===== src/rtl/mcpu_ctrl.sv =====
// Purpose : multi-cycle MIPS-subset control FSM (IF/ID/EX/MEM/WB over a shared ALU and one MIO port).
// Latency : controls registered and aligned with `state`; IRWrite/PCWrite in IF and illegal_op follow inputs in the same cycle.
// Backpr. : IF/LWRD/SWWR hold until MIO_ready; a wait of MAX_WAIT cycles (MAX_WAIT>0) latches FAULT.
//
// Ports: clk/rst_n (async active-low); OPcode/Fun from IR; zero (ALU flag, consumed by datapath);
//        MIO_ready (bus done); datapath controls PCWrite..ALU_Control; CPU_MIO bus ownership;
//        illegal_op (ID-cycle pulse); fault (sticky timeout); state (debug).
module mcpu_ctrl #(
    parameter int MAX_WAIT = 16
) (
    input  logic       clk,
    input  logic       rst_n,
    input  logic [5:0] OPcode,
    input  logic [5:0] Fun,
    input  logic       zero,
    input  logic       MIO_ready,
    output logic       PCWrite,
    output logic       PCWriteCond,
    output logic       IorD,
    output logic       MemRead,
    output logic       mem_w,
    output logic       IRWrite,
    output logic       MemtoReg,
    output logic       RegDst,
    output logic       RegWrite,
    output logic       ALUSrcA,
    output logic [1:0] ALUSrcB,
    output logic [1:0] PCSource,
    output logic [2:0] ALU_Control,
    output logic       CPU_MIO,
    output logic       illegal_op,
    output logic       fault,
    output logic [3:0] state
);

    typedef enum logic [3:0] {
        S_INIT = 4'd0,  S_IF   = 4'd1,  S_ID   = 4'd2,  S_MA   = 4'd3,
        S_LWRD = 4'd4,  S_LWWB = 4'd5,  S_SWWR = 4'd6,  S_REX  = 4'd7,
        S_RWB  = 4'd8,  S_BEQ  = 4'd9,  S_J    = 4'd10, S_IEX  = 4'd11,
        S_IWB  = 4'd12, S_FAULT = 4'd13
    } state_t;

    typedef struct packed {
        logic       pc_write;
        logic       pc_write_cond;
        logic       iord;
        logic       mem_read;
        logic       mem_w;
        logic       mem_to_reg;
        logic       reg_dst;
        logic       reg_write;
        logic       alu_src_a;
        logic [1:0] alu_src_b;
        logic [1:0] pc_source;
        logic [2:0] alu_ctl;
        logic       cpu_mio;
    } ctrl_t;

    localparam logic [5:0] OP_R    = 6'h00, OP_LW   = 6'h23, OP_SW   = 6'h2b;
    localparam logic [5:0] OP_BEQ  = 6'h04, OP_J    = 6'h02, OP_ADDI = 6'h08;
    localparam logic [5:0] OP_ANDI = 6'h0c, OP_ORI  = 6'h0d, OP_SLTI = 6'h0a;

    localparam logic [2:0] ALU_AND = 3'b000, ALU_OR  = 3'b001, ALU_ADD = 3'b010, ALU_XOR = 3'b011;
    localparam logic [2:0] ALU_NOR = 3'b100, ALU_SRL = 3'b101, ALU_SUB = 3'b110, ALU_SLT = 3'b111;

    // Counter only needs to reach MAX_WAIT-1: the cycle after that is the timeout.
    localparam int CW  = (MAX_WAIT > 1) ? $clog2(MAX_WAIT) : 1;
    localparam int LIM = (MAX_WAIT > 0) ? MAX_WAIT - 1 : 0;
    localparam logic [CW-1:0] LIMIT = LIM[CW-1:0];

    state_t        st_q, st_nxt;
    ctrl_t         ctrl_q;
    logic [CW-1:0] wait_cnt;
    logic          fault_q;
    logic          timeout;

    // zero gates PCWriteCond inside the datapath; the port exists for pin compatibility only.
    logic unused_zero;
    assign unused_zero = zero;

    function automatic logic fun_ok(input logic [5:0] f);
        case (f)
            6'h20, 6'h22, 6'h24, 6'h25, 6'h2a, 6'h27, 6'h02, 6'h26: return 1'b1;
            default: return 1'b0;
        endcase
    endfunction

    function automatic logic op_ok(input logic [5:0] op, input logic [5:0] f);
        case (op)
            OP_R: return fun_ok(f);
            OP_LW, OP_SW, OP_BEQ, OP_J, OP_ADDI, OP_ANDI, OP_ORI, OP_SLTI: return 1'b1;
            default: return 1'b0;
        endcase
    endfunction

    function automatic logic [2:0] r_alu(input logic [5:0] f);
        case (f)
            6'h20:   return ALU_ADD;
            6'h22:   return ALU_SUB;
            6'h24:   return ALU_AND;
            6'h25:   return ALU_OR;
            6'h2a:   return ALU_SLT;
            6'h27:   return ALU_NOR;
            6'h02:   return ALU_SRL;
            6'h26:   return ALU_XOR;
            default: return ALU_ADD;
        endcase
    endfunction

    function automatic logic [2:0] i_alu(input logic [5:0] op);
        case (op)
            OP_ANDI: return ALU_AND;
            OP_ORI:  return ALU_OR;
            OP_SLTI: return ALU_SLT;
            default: return ALU_ADD;
        endcase
    endfunction

    // Moore control word for a state; op/f are stable in IR for the whole instruction after IF.
    function automatic ctrl_t decode(input state_t s, input logic [5:0] op, input logic [5:0] f);
        ctrl_t c;
        c = '0;
        case (s)
            S_IF:   begin c.mem_read = 1'b1; c.cpu_mio = 1'b1; c.alu_src_b = 2'b01; c.alu_ctl = ALU_ADD; end
            S_ID:   begin c.alu_src_b = 2'b11; c.alu_ctl = ALU_ADD; end
            S_MA:   begin c.alu_src_a = 1'b1; c.alu_src_b = 2'b10; c.alu_ctl = ALU_ADD; end
            S_LWRD: begin c.mem_read = 1'b1; c.iord = 1'b1; c.cpu_mio = 1'b1; end
            S_LWWB: begin c.reg_write = 1'b1; c.mem_to_reg = 1'b1; end
            S_SWWR: begin c.mem_w = 1'b1; c.iord = 1'b1; c.cpu_mio = 1'b1; end
            S_REX:  begin c.alu_src_a = 1'b1; c.alu_ctl = r_alu(f); end
            S_RWB:  begin c.reg_write = 1'b1; c.reg_dst = 1'b1; end
            S_BEQ:  begin c.alu_src_a = 1'b1; c.alu_ctl = ALU_SUB; c.pc_write_cond = 1'b1; c.pc_source = 2'b01; end
            S_J:    begin c.pc_write = 1'b1; c.pc_source = 2'b10; end
            S_IEX:  begin c.alu_src_a = 1'b1; c.alu_src_b = 2'b10; c.alu_ctl = i_alu(op); end
            S_IWB:  begin c.reg_write = 1'b1; end
            default: ;
        endcase
        return c;
    endfunction

    assign timeout = (MAX_WAIT > 0) && (wait_cnt == LIMIT) && !MIO_ready;

    always_comb begin
        st_nxt = st_q;
        case (st_q)
            S_INIT: st_nxt = S_IF;
            S_IF:   st_nxt = MIO_ready ? S_ID : (timeout ? S_FAULT : S_IF);
            S_ID: begin
                if (!op_ok(OPcode, Fun))                     st_nxt = S_IF;
                else if (OPcode == OP_R)                     st_nxt = S_REX;
                else if (OPcode == OP_LW || OPcode == OP_SW) st_nxt = S_MA;
                else if (OPcode == OP_BEQ)                   st_nxt = S_BEQ;
                else if (OPcode == OP_J)                     st_nxt = S_J;
                else                                         st_nxt = S_IEX;
            end
            S_MA:   st_nxt = (OPcode == OP_LW) ? S_LWRD : S_SWWR;
            S_LWRD: st_nxt = MIO_ready ? S_LWWB : (timeout ? S_FAULT : S_LWRD);
            S_SWWR: st_nxt = MIO_ready ? S_IF : (timeout ? S_FAULT : S_SWWR);
            S_REX:  st_nxt = S_RWB;
            S_IEX:  st_nxt = S_IWB;
            S_FAULT: st_nxt = S_FAULT;
            default: st_nxt = S_IF;
        endcase
    end

    // Only the three bus states and FAULT can remain in place, so "state unchanged"
    // outside FAULT means a wait cycle; any transition restarts the count.
    always_ff @(posedge clk or negedge rst_n) begin
        if (!rst_n) begin
            st_q     <= S_INIT;
            ctrl_q   <= '0;
            wait_cnt <= '0;
            fault_q  <= 1'b0;
        end else begin
            st_q   <= st_nxt;
            ctrl_q <= decode(st_nxt, OPcode, Fun);
            if (st_nxt == S_FAULT)
                fault_q <= 1'b1;
            if (st_nxt != st_q)
                wait_cnt <= '0;
            else if ((MAX_WAIT > 0) && !MIO_ready && st_q != S_FAULT)
                wait_cnt <= wait_cnt + 1'b1;
        end
    end

    assign PCWrite     = ctrl_q.pc_write | ((st_q == S_IF) & MIO_ready);
    assign IRWrite     = (st_q == S_IF) & MIO_ready;
    assign PCWriteCond = ctrl_q.pc_write_cond;
    assign IorD        = ctrl_q.iord;
    assign MemRead     = ctrl_q.mem_read;
    assign mem_w       = ctrl_q.mem_w;
    assign MemtoReg    = ctrl_q.mem_to_reg;
    assign RegDst      = ctrl_q.reg_dst;
    assign RegWrite    = ctrl_q.reg_write;
    assign ALUSrcA     = ctrl_q.alu_src_a;
    assign ALUSrcB     = ctrl_q.alu_src_b;
    assign PCSource    = ctrl_q.pc_source;
    assign ALU_Control = ctrl_q.alu_ctl;
    assign CPU_MIO     = ctrl_q.cpu_mio;
    assign illegal_op  = (st_q == S_ID) & !op_ok(OPcode, Fun);
    assign fault       = fault_q;
    assign state       = st_q;

endmodule


===== config.mk =====
export PLATFORM = sky130hd
export DESIGN_NAME = mcpu_ctrl
export DESIGN_NICKNAME = d
export VERILOG_FILES = /design/src/rtl/mcpu_ctrl.sv
export SDC_FILE = /design/constraint.sdc
export NUM_CORES = 1
export LEC_CHECK = 0
export CAP_MARGIN = 20
export CORE_ASPECT_RATIO = 0.6
export CORE_MARGIN = 4
export CORE_UTILIZATION = 30
export CTS_CLUSTER_SIZE = 25
export DETAILED_ROUTE_END_ITERATION = 8
export PLACE_DENSITY = 0.62
export SYNTH_ARGS = -nofsm -noshare
export SYNTH_HDL_FRONTEND = slang
export SYNTH_SLANG_ARGS = --single-unit

===== constraint.sdc =====
create_clock -name clk -period 3.9 [get_ports clk]
set_input_delay 0.975 -clock clk [delete_from_list [all_inputs] [get_ports clk]]
set_output_delay 0.975 -clock clk [all_outputs]
set_load 0.05 [all_outputs]

Word-level counts from Yosys, hierarchy flattened
Cells that the tools add are included.

storage, ports and cells
  input port bits = 16
  flip-flop bits (word level) = 26
  output and inout port bits = 24
  word-level logic and storage cells = 109

operators by class
  mux-type cells = 33
  equal/unequal tests = 40
  add/sub/neg operators = 1
  reductions and logical operators = 16
  bitwise logic cells = 3

operator list
  operator                                                         count
  6-bit == test, second input constant                             9
  4-bit two-way mux                                                11
  4-bit == test, second input constant                             9
  4-bit case mux with 8 select lines                               1
  4-bit by 3-bit == test with 1-bit output, second input constant  7
  6-bit by 4-bit == test with 1-bit output, second input constant  4
  3-bit case mux with 7 select lines                               1
  4-bit by 2-bit == test with 1-bit output, second input constant  4
  8-bit OR reduction                                               2
  1-bit two-way mux                                                13
  6-bit by 2-bit == test with 1-bit output, second input constant  2
  3-bit case mux with 4 select lines                               1
  3-bit case mux with 3 select lines                               1
  3-bit OR reduction                                               3
  4-bit by 1-bit == test with 1-bit output, second input constant  2
  6-bit by 3-bit == test with 1-bit output, second input constant  1
  6-bit zero test                                                  1
  2-bit case mux with 3 select lines                               1
  2-bit OR reduction                                               3
  4-bit by 1-bit adder with 4-bit output, second input constant    1
  2-bit two-way mux                                                2
  4-bit != test                                                    1
  4-bit != test, second input constant                             1
  2-bit case mux with 2 select lines                               1
  8 further kinds                                                  11

Depth between registers and ports, before layout
Gate-level depths: netlist (run 1).

  depth in word-level cells = 10
  mapped depth = 7
  depth with buffers taken out = 7

Worst setup path before layout (run 1)
No wires, ideal clock.

  path type = in2out
  start point = input OPcode[5]
  end point = output illegal_op
  setup slack = 0.143 ns
  data arrival time = 2.782 ns
  path buffers = 1
  required time = 2.925 ns
  stages on the path = 5
  cells stage by stage = clkbuf_2 -> xor2_1 -> nor3_1 -> a21o_1 -> a311oi_1

on the way
  longest elaborated chain between the ends = 5
  elaborated cells on any way between the ends = 13
  those cells by class = eq/ne: 8; mux: 1; bitwise: 1; reduce/logical: 3

RTL lines
  item                                    RTL line  RTL
  start, declared                         13        input logic [5:0] OPcode,
  6-bit == test (tied with other cells)   89        case (op)
  8-bit OR reduction                      89
  1-bit case mux with 2 select lines (*)  n/a
  1-bit zero test (*)                     200       assign illegal_op = (st_q == S_ID) & !op_ok(OPcode, Fun);
  1-bit AND (*)                           200
  end, declared                           31        output logic illegal_op,

Mark *: on every way between the ends. The rest lies on a longest branch, timed or not.

Final worst setup path (run 1)
  start point = input OPcode[0]
  end point = output illegal_op

Same word-level chain as after synthesis.

==> out/results.tsv, run 1 <==
metric	value	unit
Detailed Route Iter0 Violations	118	
Max Buffers Root-to-Sink	2	
sum of overflow across all layers after global routing	0	
register area	625.6	um2
worst-case setup slack after placement	0.2798	ns
post-route standard cell area excluding fillers	0.002110	mm2
antenna violations before repair	0	
ports placed on the boundary	40	
internal reg-to-reg setup slack	1.45	ns
number of max-cap violations	0	
end of the worst register-to-register path	wait_cnt[1]$_DFFE_PN0P_	
row count	20	
# resized after CTS	0	
count of clock tree sinks	25	
synthesized area divided by synthesized cell count	9.290	um2
buffers inserted during post-CTS setup optimization	0	
gp weighted congestion	0.7878	
placeable core region	0.005205	mm2
setup repair after global routing missed its margin	false	
number of optimization iterations in the first detailed-route pass	4	
clock period minus worst slack	3.649	ns
remaining routing DRC violations	0	
sort of element at the end of the critical path	primary output	
Final Hold Violating Endpoints	0	
ant diodes	0	
pins over their slew limit	0	
compound-gate portion of the synthesized area	0.2272	
worst-skew pair later-pin latency	0.27	ns
area fraction of the dominant cell type after synthesis	0.3762	
part of the Yosys area used for sequential elements	0.3762	
Adder-Cell Fraction of Synth Area	0.007524	
transition time of the tightest slew-check pin	0.5458	ns
vias after detailed routing	1466	
gate count of the mapped netlist	179	
Mapped Nets	196	
Leakage	0.8728	nW
CTS tree	done	
combinational family with the most area after synthesis	simple AND/OR/NAND/NOR gates	
Setup Total Neg Slack	0	ns
Cell Area, Synth	0.001663	mm2
count of input and output buffers	38	
slowest stage cell on the critical path	clkdlybuf4s50_1	
fill cell count	521	
Hold Path Class	register to register	
Peak VDD IR	0.2442	mV
area enclosed by the die boundary	0.006837	mm2
Final Util	0.4053	
synth top area cells	dfrtp_1 (38%), a21oi_1 (3.6%), nand2_1 (3.4%), nor2_1 (3.4%), buf_4 (3.2%)	
number of global-route vias before repair	1315	
net count of the finished layout	229	
delay of the slowest cell on the worst path	0.64	ns
post-detail-place hpwl	3057	um
setup-violating endpoint count in the final report	0	
maximum number of pins on one net before global-route repair	26	
ordered cell list for the critical path	clkdlybuf4s50_1 > xor2_1 > nor3_1 > a21o_1 > a311oi_1 > buf_4 > buf_12	
drt via density	5.292	
final worst path period share	0.9356	
Layout Area Growth over Synthesis	26.86	%
Crit Reg-Reg Startpoint	state[0]$_DFF_PN0_	
Antenna Nets Post-Route	0	
CTS buffer count	3	
clock edge transition at the registers on the reported setup and hold paths	0.09	ns
status	completed	
cell count of the worst reg-to-reg path	6	
number of flops mapped to enable cells by yosys	0	
max_slew headroom	0.6361	
Post-Synth Simple-Gate Area	0.2731	
xor and xnor area share after synthesis	0.02634	
pwr dens	686.1	mW/mm2
height of the chip	65.67	um
Data required, critical path	2.92	ns
count of unique library cells instantiated by Yosys	59	
CP endpoint	illegal_op	
first-pass GRT wire length	6817	um
GRT Overall Usage	0.1224	
flop and latch count out of synthesis	25	
clock root buffer	clkbuf_8	
deepest level of the CTS H-tree	1	
Chip Width	104.1	um
# hold bufs at CTS	0	
share of synthesized flip-flops with an asynchronous set or reset	1.000	
clock skew after layout	0.002899	ns
cell accounting for the most synthesized area	dfrtp_1	
area post-placement	0.002061	mm2
start point of the critical path	OPcode[0]	
area of the multi-input gates	910.9	um2
dominant synthesized flop cell	dfrtp_1	
share of final-layout standard cells stronger than drive strength 1	0.1469	
initial cell density of the core	0.3195	
final setup margin	0.2513	ns
timing-limited maximum frequency	274.1	MHz
routed len/inst	14.48	um
kind of start point of the critical path	input port	
number of synthesis warnings	0	
data arrival at the endpoint of the critical path	2.67	ns
critical path peak fanout	8	
start-to-end type of the worst setup path	input port to primary output	
Total Wirelength	4012	um
post-synthesis mux area share	0.01354	
## worst max-delay path, delay by kind of cell
| family | cells | cell delay, ns |
|---|---|---|
| AND/OR/NAND/NOR | 1 | 0.06 |
| buffers and inverters | 3 | 0.95 |
| XOR/XNOR | 1 | 0.17 |
| AO/OA/AOI/OAI | 2 | 0.52 |
## registers in the layout, indices dropped and copies added (netlist names), 2 cells and up
name,count
ALU_Control,3
wait_cnt,4
state,4
ALUSrcB,2
## through the flow
step / hold slack [ns] / instances / power (W)
6_report: 0.4874 / 277 / 0.001447
5_1_grt: 0.5216 / 277 / 0.001536
4_1_cts: 0.4913 / 277 / 0.001453
3_5_place_dp: 0.4645 / 273 / 0.001290
3_3_place_gp: 0.4642 / 273 / 0.001289
2_1_floorplan: 0.5333 / 179 / 0.001052
## cell type report
type | instances | share of cell area
multi-input cells | 134 | 0.4318
flip-flops and latches | 25 | 0.2966
clock buffers | 3 | 0.01957
clock inverters | 1 | 0.003559
repair buffers | 43 | 0.2005
inverters | 5 | 0.008897
well taps | 66 | 0.03915
## worst min-delay path by stage
| stage | to | start | cells past startpoint |
|---|---|---|---|
| final | fault$_DFFE_PN0N_ | fault$_DFFE_PN0N_ | 1 |
| after global routing | fault$_DFFE_PN0N_ | fault$_DFFE_PN0N_ | 1 |
| after global placement | fault$_DFFE_PN0N_ | fault$_DFFE_PN0N_ | 1 |
| after detailed placement | fault$_DFFE_PN0N_ | fault$_DFFE_PN0N_ | 1 |
| after CTS | fault$_DFFE_PN0N_ | fault$_DFFE_PN0N_ | 1 |
| after floorplan | wait_cnt[3]$_DFFE_PN0P_ | wait_cnt[3]$_DFFE_PN0P_ | 3 |
## synthesized netlist by cell type (4+ instances only)
master / count
a21oi_1: 12
buf_4: 7
dfrtp_1: 25
inv_1: 4
nand2_1: 15
nor2_1: 15
nor2b_1: 5
nor3_1: 6
nor3b_1: 4
o21ai_0: 10
## power by group
group / switching [W] / internal (W) / total, W
Combinational: 0.000569 / 0.000311 / 0.000880
Sequential: 0.0000755 / 0.000332 / 0.000408
Clock: 0.0000872 / 0.0000725 / 0.000160
Total: 0.000732 / 0.000715 / 0.00145
## cell families after synthesis
logic type	after synthesis
simple gates	74
flops	25
xor+xnor	5
fa+ha+maj	1
buf+inv	20
mux	2
compound gates	52
## metal layers
layer	GRT usage	routed length [um]
met3	0.04220	362
met5	0	0
met1	0.1874	2076
met2	0.1707	1573
met4	0.004975	0
## placed cells by master (no fill, tap or decap), types with 4 or more instances in the layout
master           count
buf_4                7
nand2_1             15
nor2_1              15
nor3b_1              4
nor2b_1              5
dfrtp_1             25
a21oi_1             12
inv_1                4
clkdlybuf4s50_1     35
o21ai_0             10
nor3_1               6
Power figures use the tool's default switching activity.
==> run 2: changes to the inputs <==
TNS_END_PERCENT = 30   (was unset)
==> results of run 2 <==
Same layout as run 1: the final DEF is identical, and so are final timing and power.
==> run 3: changes to the inputs <==
GPL_ROUTABILITY_DRIVEN = 0   (was unset)
SLEW_MARGIN = 20   (was unset)
==> results of run 3 <==
Same layout as run 1: the final DEF is identical, and so are final timing and power.
==> RTL change 1, RTL diff (flow settings as in run 1) <==
Register the output `fault` once more, without a reset; this adds one clock of latency there. The other outputs are not delayed to match. Comments in the files are not updated.
--- a/src/rtl/mcpu_ctrl.sv
+++ b/src/rtl/mcpu_ctrl.sv
@@ -198,7 +198,9 @@
     assign ALU_Control = ctrl_q.alu_ctl;
     assign CPU_MIO     = ctrl_q.cpu_mio;
     assign illegal_op  = (st_q == S_ID) & !op_ok(OPcode, Fun);
-    assign fault       = fault_q;
+    always_ff @(posedge clk) begin
+        fault <= fault_q;
+    end
     assign state       = st_q;
 
 endmodule
Formal check against the unedited RTL: no difference found for any inputs over 10 cycles, from zero or initial values and one cycle with rst_n low; that may be too few to reach the edited logic, so the function may still have changed.
==> RTL change 1 against run 1 <==
Fmax down 2.6%; cell area increased by 2.0%; non-clock buffer count up 1; routed wire length decreased by 0.32%; critical path depth unchanged; sequential cell count rose by 1; global-route usage shrank 0.31 points; via count rose by 0.48%; total power rose by 6.2%; sequential power up 3%; synthesized area increased by 0.75%; setup slack worse by 0.096 ns.
==> RTL change 1: results <==
set metrics [dict create \
    drt-met1-wl_um 2196 \
    fill_cells 528 \
    peakVddDrop_v 0.0002291 \
    clk_path_buf_depth 2 \
    htreeDepth 1 \
    slew_headroom_pct 63.02 \
    reg2reg_slack_ns 1.42 \
    gp_congestion 0.8516 \
    hp-start "fault_q" \
    clkTransAtPathRegs_ns 0.09 \
    placed_area_um2 2081 \
    synthTopCellsByCount "dfrtp_1 (25), nand2_1 (14), nor2_1 (14)" \
    pre_cts_ws_ns 0.1663 \
    wl_met3_um 284 \
    worst-path-max-fanout 8 \
    intPower_mw 0.8062 \
    outcome "finished, final reports clean" \
    drt_iter0_drc 83 \
    drive_gt1_share_pct 14.62 \
    ys_seq_area_share_pct 38.54 \
    hold_depth 0 \
    yosysWarnings 0 \
    p_leak_nw 0.8970 \
    dr.pass1.iters 4 \
    wire_per_inst_um 14.38 \
    reg2reg_to "RegWrite" \
    synth_area_leaders "dfrtp_1 (37%), a21oi_1 (3.6%), buf_4 (3.1%), nand2_1 (3.1%), nor2_1 (3.1%)" \
    cts_root_buf "clkbuf_8" \
    async_reset_ff_share_pct 96.15 \
    synth-edff-count 0 \
    final_nets 230 \
    crit_arrival_ns 2.77 \
    ys_types 60 \
    dr.max_layer_used "met4" \
    hpwl_um 3136 \
    vias 1473 \
    fin_skew_ns 0.005952 \
    holdPathEnd "fault" \
    wl_met2_um 1513 \
    reg2reg_from "state[1]" \
    grtUsageTotal_pct 11.93 \
    grt_pass1_vias 1378 \
]
[RTL change 1: cell types whose count changed after synthesis]
cell	delta
nand3_2	+1
nand3_4	-1
nor2_1	-1
nor3b_2	+1
o21ai_2	-1
mux2i_1	+1
dfxtp_1	+1
o21ai_1	+1
mux2_2	-1
nand2_1	-1
[RTL change 1: critical path, cell delays in order]
cell,delay (ns)
clkdlybuf4s50_1,0.66
xor2_1,0.17
nor3_1,0.06
a21o_1,0.22
a311oi_1,0.36
buf_4,0.19
buf_12,0.13
[RTL change 1: cell families after synthesis]
group | share of synthesized area, %
fa+ha+maj | 0.7467
mux | 1.270
xor+xnor | 2.614
buf+inv | 7.542
compound gates | 22.33
simple gates | 26.96
flops | 38.54
[RTL change 1: how the worst max path moves through the flow]
stage | slack, ns | startpoint | cells past startpoint | end
after global routing | 0.09 | Fun[3] | 7 | illegal_op
final | 0.16 | OPcode[0] | 7 | illegal_op
after CTS | 0.14 | Fun[3] | 7 | illegal_op
after global placement | 0.19 | Fun[3] | 7 | illegal_op
after floorplan | 0.16 | OPcode[5] | 5 | illegal_op
after detailed placement | 0.17 | Fun[3] | 7 | illegal_op
[RTL change 1: metal layers]
layer,global-route usage [%],vias up
met2,16.32,41
met5,0,-
li1,-,729
met4,0.9950,0
met3,3.610,2
met1,18.57,701
[RTL change 1: cell type report]
cell class              count  area [um2]  area share, %
clock buffers               3       41.29          1.919
clock inverters             1       30.03          1.395
inverters                   5       18.77         0.8721
multi-input cells         133       903.4          41.98
flip-flops and latches     26       645.6          30.00
well taps                  66       82.58          3.837
repair buffers             44       430.4          20.00
[RTL change 1: power groups by stage]
| stage | sequential [mW] | combinational (mW) | clock (mW) |
|---|---|---|---|
| finish | 0.420 | 0.896 | 0.220 |
| global route | 0.435 | 0.960 | 0.237 |
| CTS | 0.420 | 0.899 | 0.223 |
| detailed placement | 0.426 | 0.896 | 0 |
| global placement | 0.424 | 0.889 | 0 |
| floorplan | 0.568 | 0.498 | 0 |
[RTL change 1: stage by stage]
step	instances	hold WS [ns]
final	278	0.3924
after global routing	278	0.4044
after CTS	278	0.3947
after detailed placement	274	0.3679
after global placement	274	0.3647
after floorplan	179	0.3489
==> RTL change 2, RTL diff (flow settings as in run 1) <==
Without the edit above. Set the parameter `MAX_WAIT` to 32 (it was 16).
--- a/src/rtl/mcpu_ctrl.sv
+++ b/src/rtl/mcpu_ctrl.sv
@@ -6,7 +6,7 @@
 //        MIO_ready (bus done); datapath controls PCWrite..ALU_Control; CPU_MIO bus ownership;
 //        illegal_op (ID-cycle pulse); fault (sticky timeout); state (debug).
 module mcpu_ctrl #(
-    parameter int MAX_WAIT = 16
+    parameter int MAX_WAIT = 32
 ) (
     input  logic       clk,
     input  logic       rst_n,
Function: no difference found for any inputs over 10 cycles, from zero or initial values and one cycle with rst_n low; that may be too few to reach the edited logic, so the function may still have changed.
==> RTL change 2 against run 1 <==
Cell area down 0.12%; global-route usage down 0.20 points; total power up 15%; clock skew down 0.00094 ns; synthesized area down 1.7%; setup slack better by 0.031 ns; cell count unchanged; sequential cell count up 1; routed wire length down 1.1%; utilization up 0.35 points; synthesized cell count up 0.56%; critical path type unchanged; largest cell class unchanged.
==> RTL change 2: results <==
set metrics [dict create \
    multiInputGateArea_um2 857.1 \
    outcome "finished, final reports clean" \
    grtUsageTotal_pct 12.04 \
    fin_skew_ns 0.001957 \
    grt_max_degree 27 \
    drive_gt1_share_pct 11.37 \
    max_stage_delay_ns 0.52 \
    signal_buffers 41 \
    ys_seq_area_share_pct 39.82 \
    buffer_area_share_pct 19.36 \
    gp_congestion 0.8483 \
    peakVddDrop_v 0.0002336 \
    rr_worst_depth 9 \
    startpoint "Fun[3]" \
    crit_arrival_ns 2.64 \
    final_nets 230 \
    reg2reg_from "wait_cnt[0]" \
    hpwl_um 3072 \
    synthTopCellsByCount "dfrtp_1 (26), nand2_1 (13), nor2_1 (13)" \
    sh_seq_area_pct 30.88 \
    timing.hold.ws_ns 0.5542 \
    fp.dieW_um 103.3 \
    placed_area_um2 2036 \
    drt-vias-per-instance 5.245 \
    synth_fp_nets 198 \
    reg2reg_slack_ns 1.33 \
    layout_setup_ws_ns 0.2824 \
    fill_cells 517 \
    p_leak_nw 0.8605 \
    inv_count 10 \
    ys_ff_latch 26 \
    pre_cts_ws_ns 0.2872 \
    grt_pass1_wl_um 6396 \
    avgSynthCellArea_um2 9.078 \
    swShare_pct 49.94 \
]
[RTL change 2: per-layer routing]
layer / part of all wire [%] / routed length, um / GRT usage [%]
met1: 51 / 2014 / 19.23
met2: 41 / 1627 / 16.29
met3: 7.5 / 298 / 1.803
met4: 0.68 / 27 / 3.716
met5: 0 / 0 / 0
[RTL change 2: power groups by stage]
stage	registers (mW)	logic, mW	clock network, mW
final	0.441	0.996	0.221
after global routing	0.456	1.08	0.238
after CTS	0.440	1.00	0.229
after detailed placement	0.444	1.00	0
after global placement	0.443	0.992	0
after floorplan	0.569	0.604	0
[RTL change 2: logic make-up after synthesis]
| group | share of synthesized area [%] |
|---|---|
| simple gates | 23.20 |
| compound gates | 23.28 |
| flops | 39.82 |
| buf+inv | 7.733 |
| xor+xnor | 3.217 |
| mux | 1.225 |
| fa+ha+maj | 1.531 |
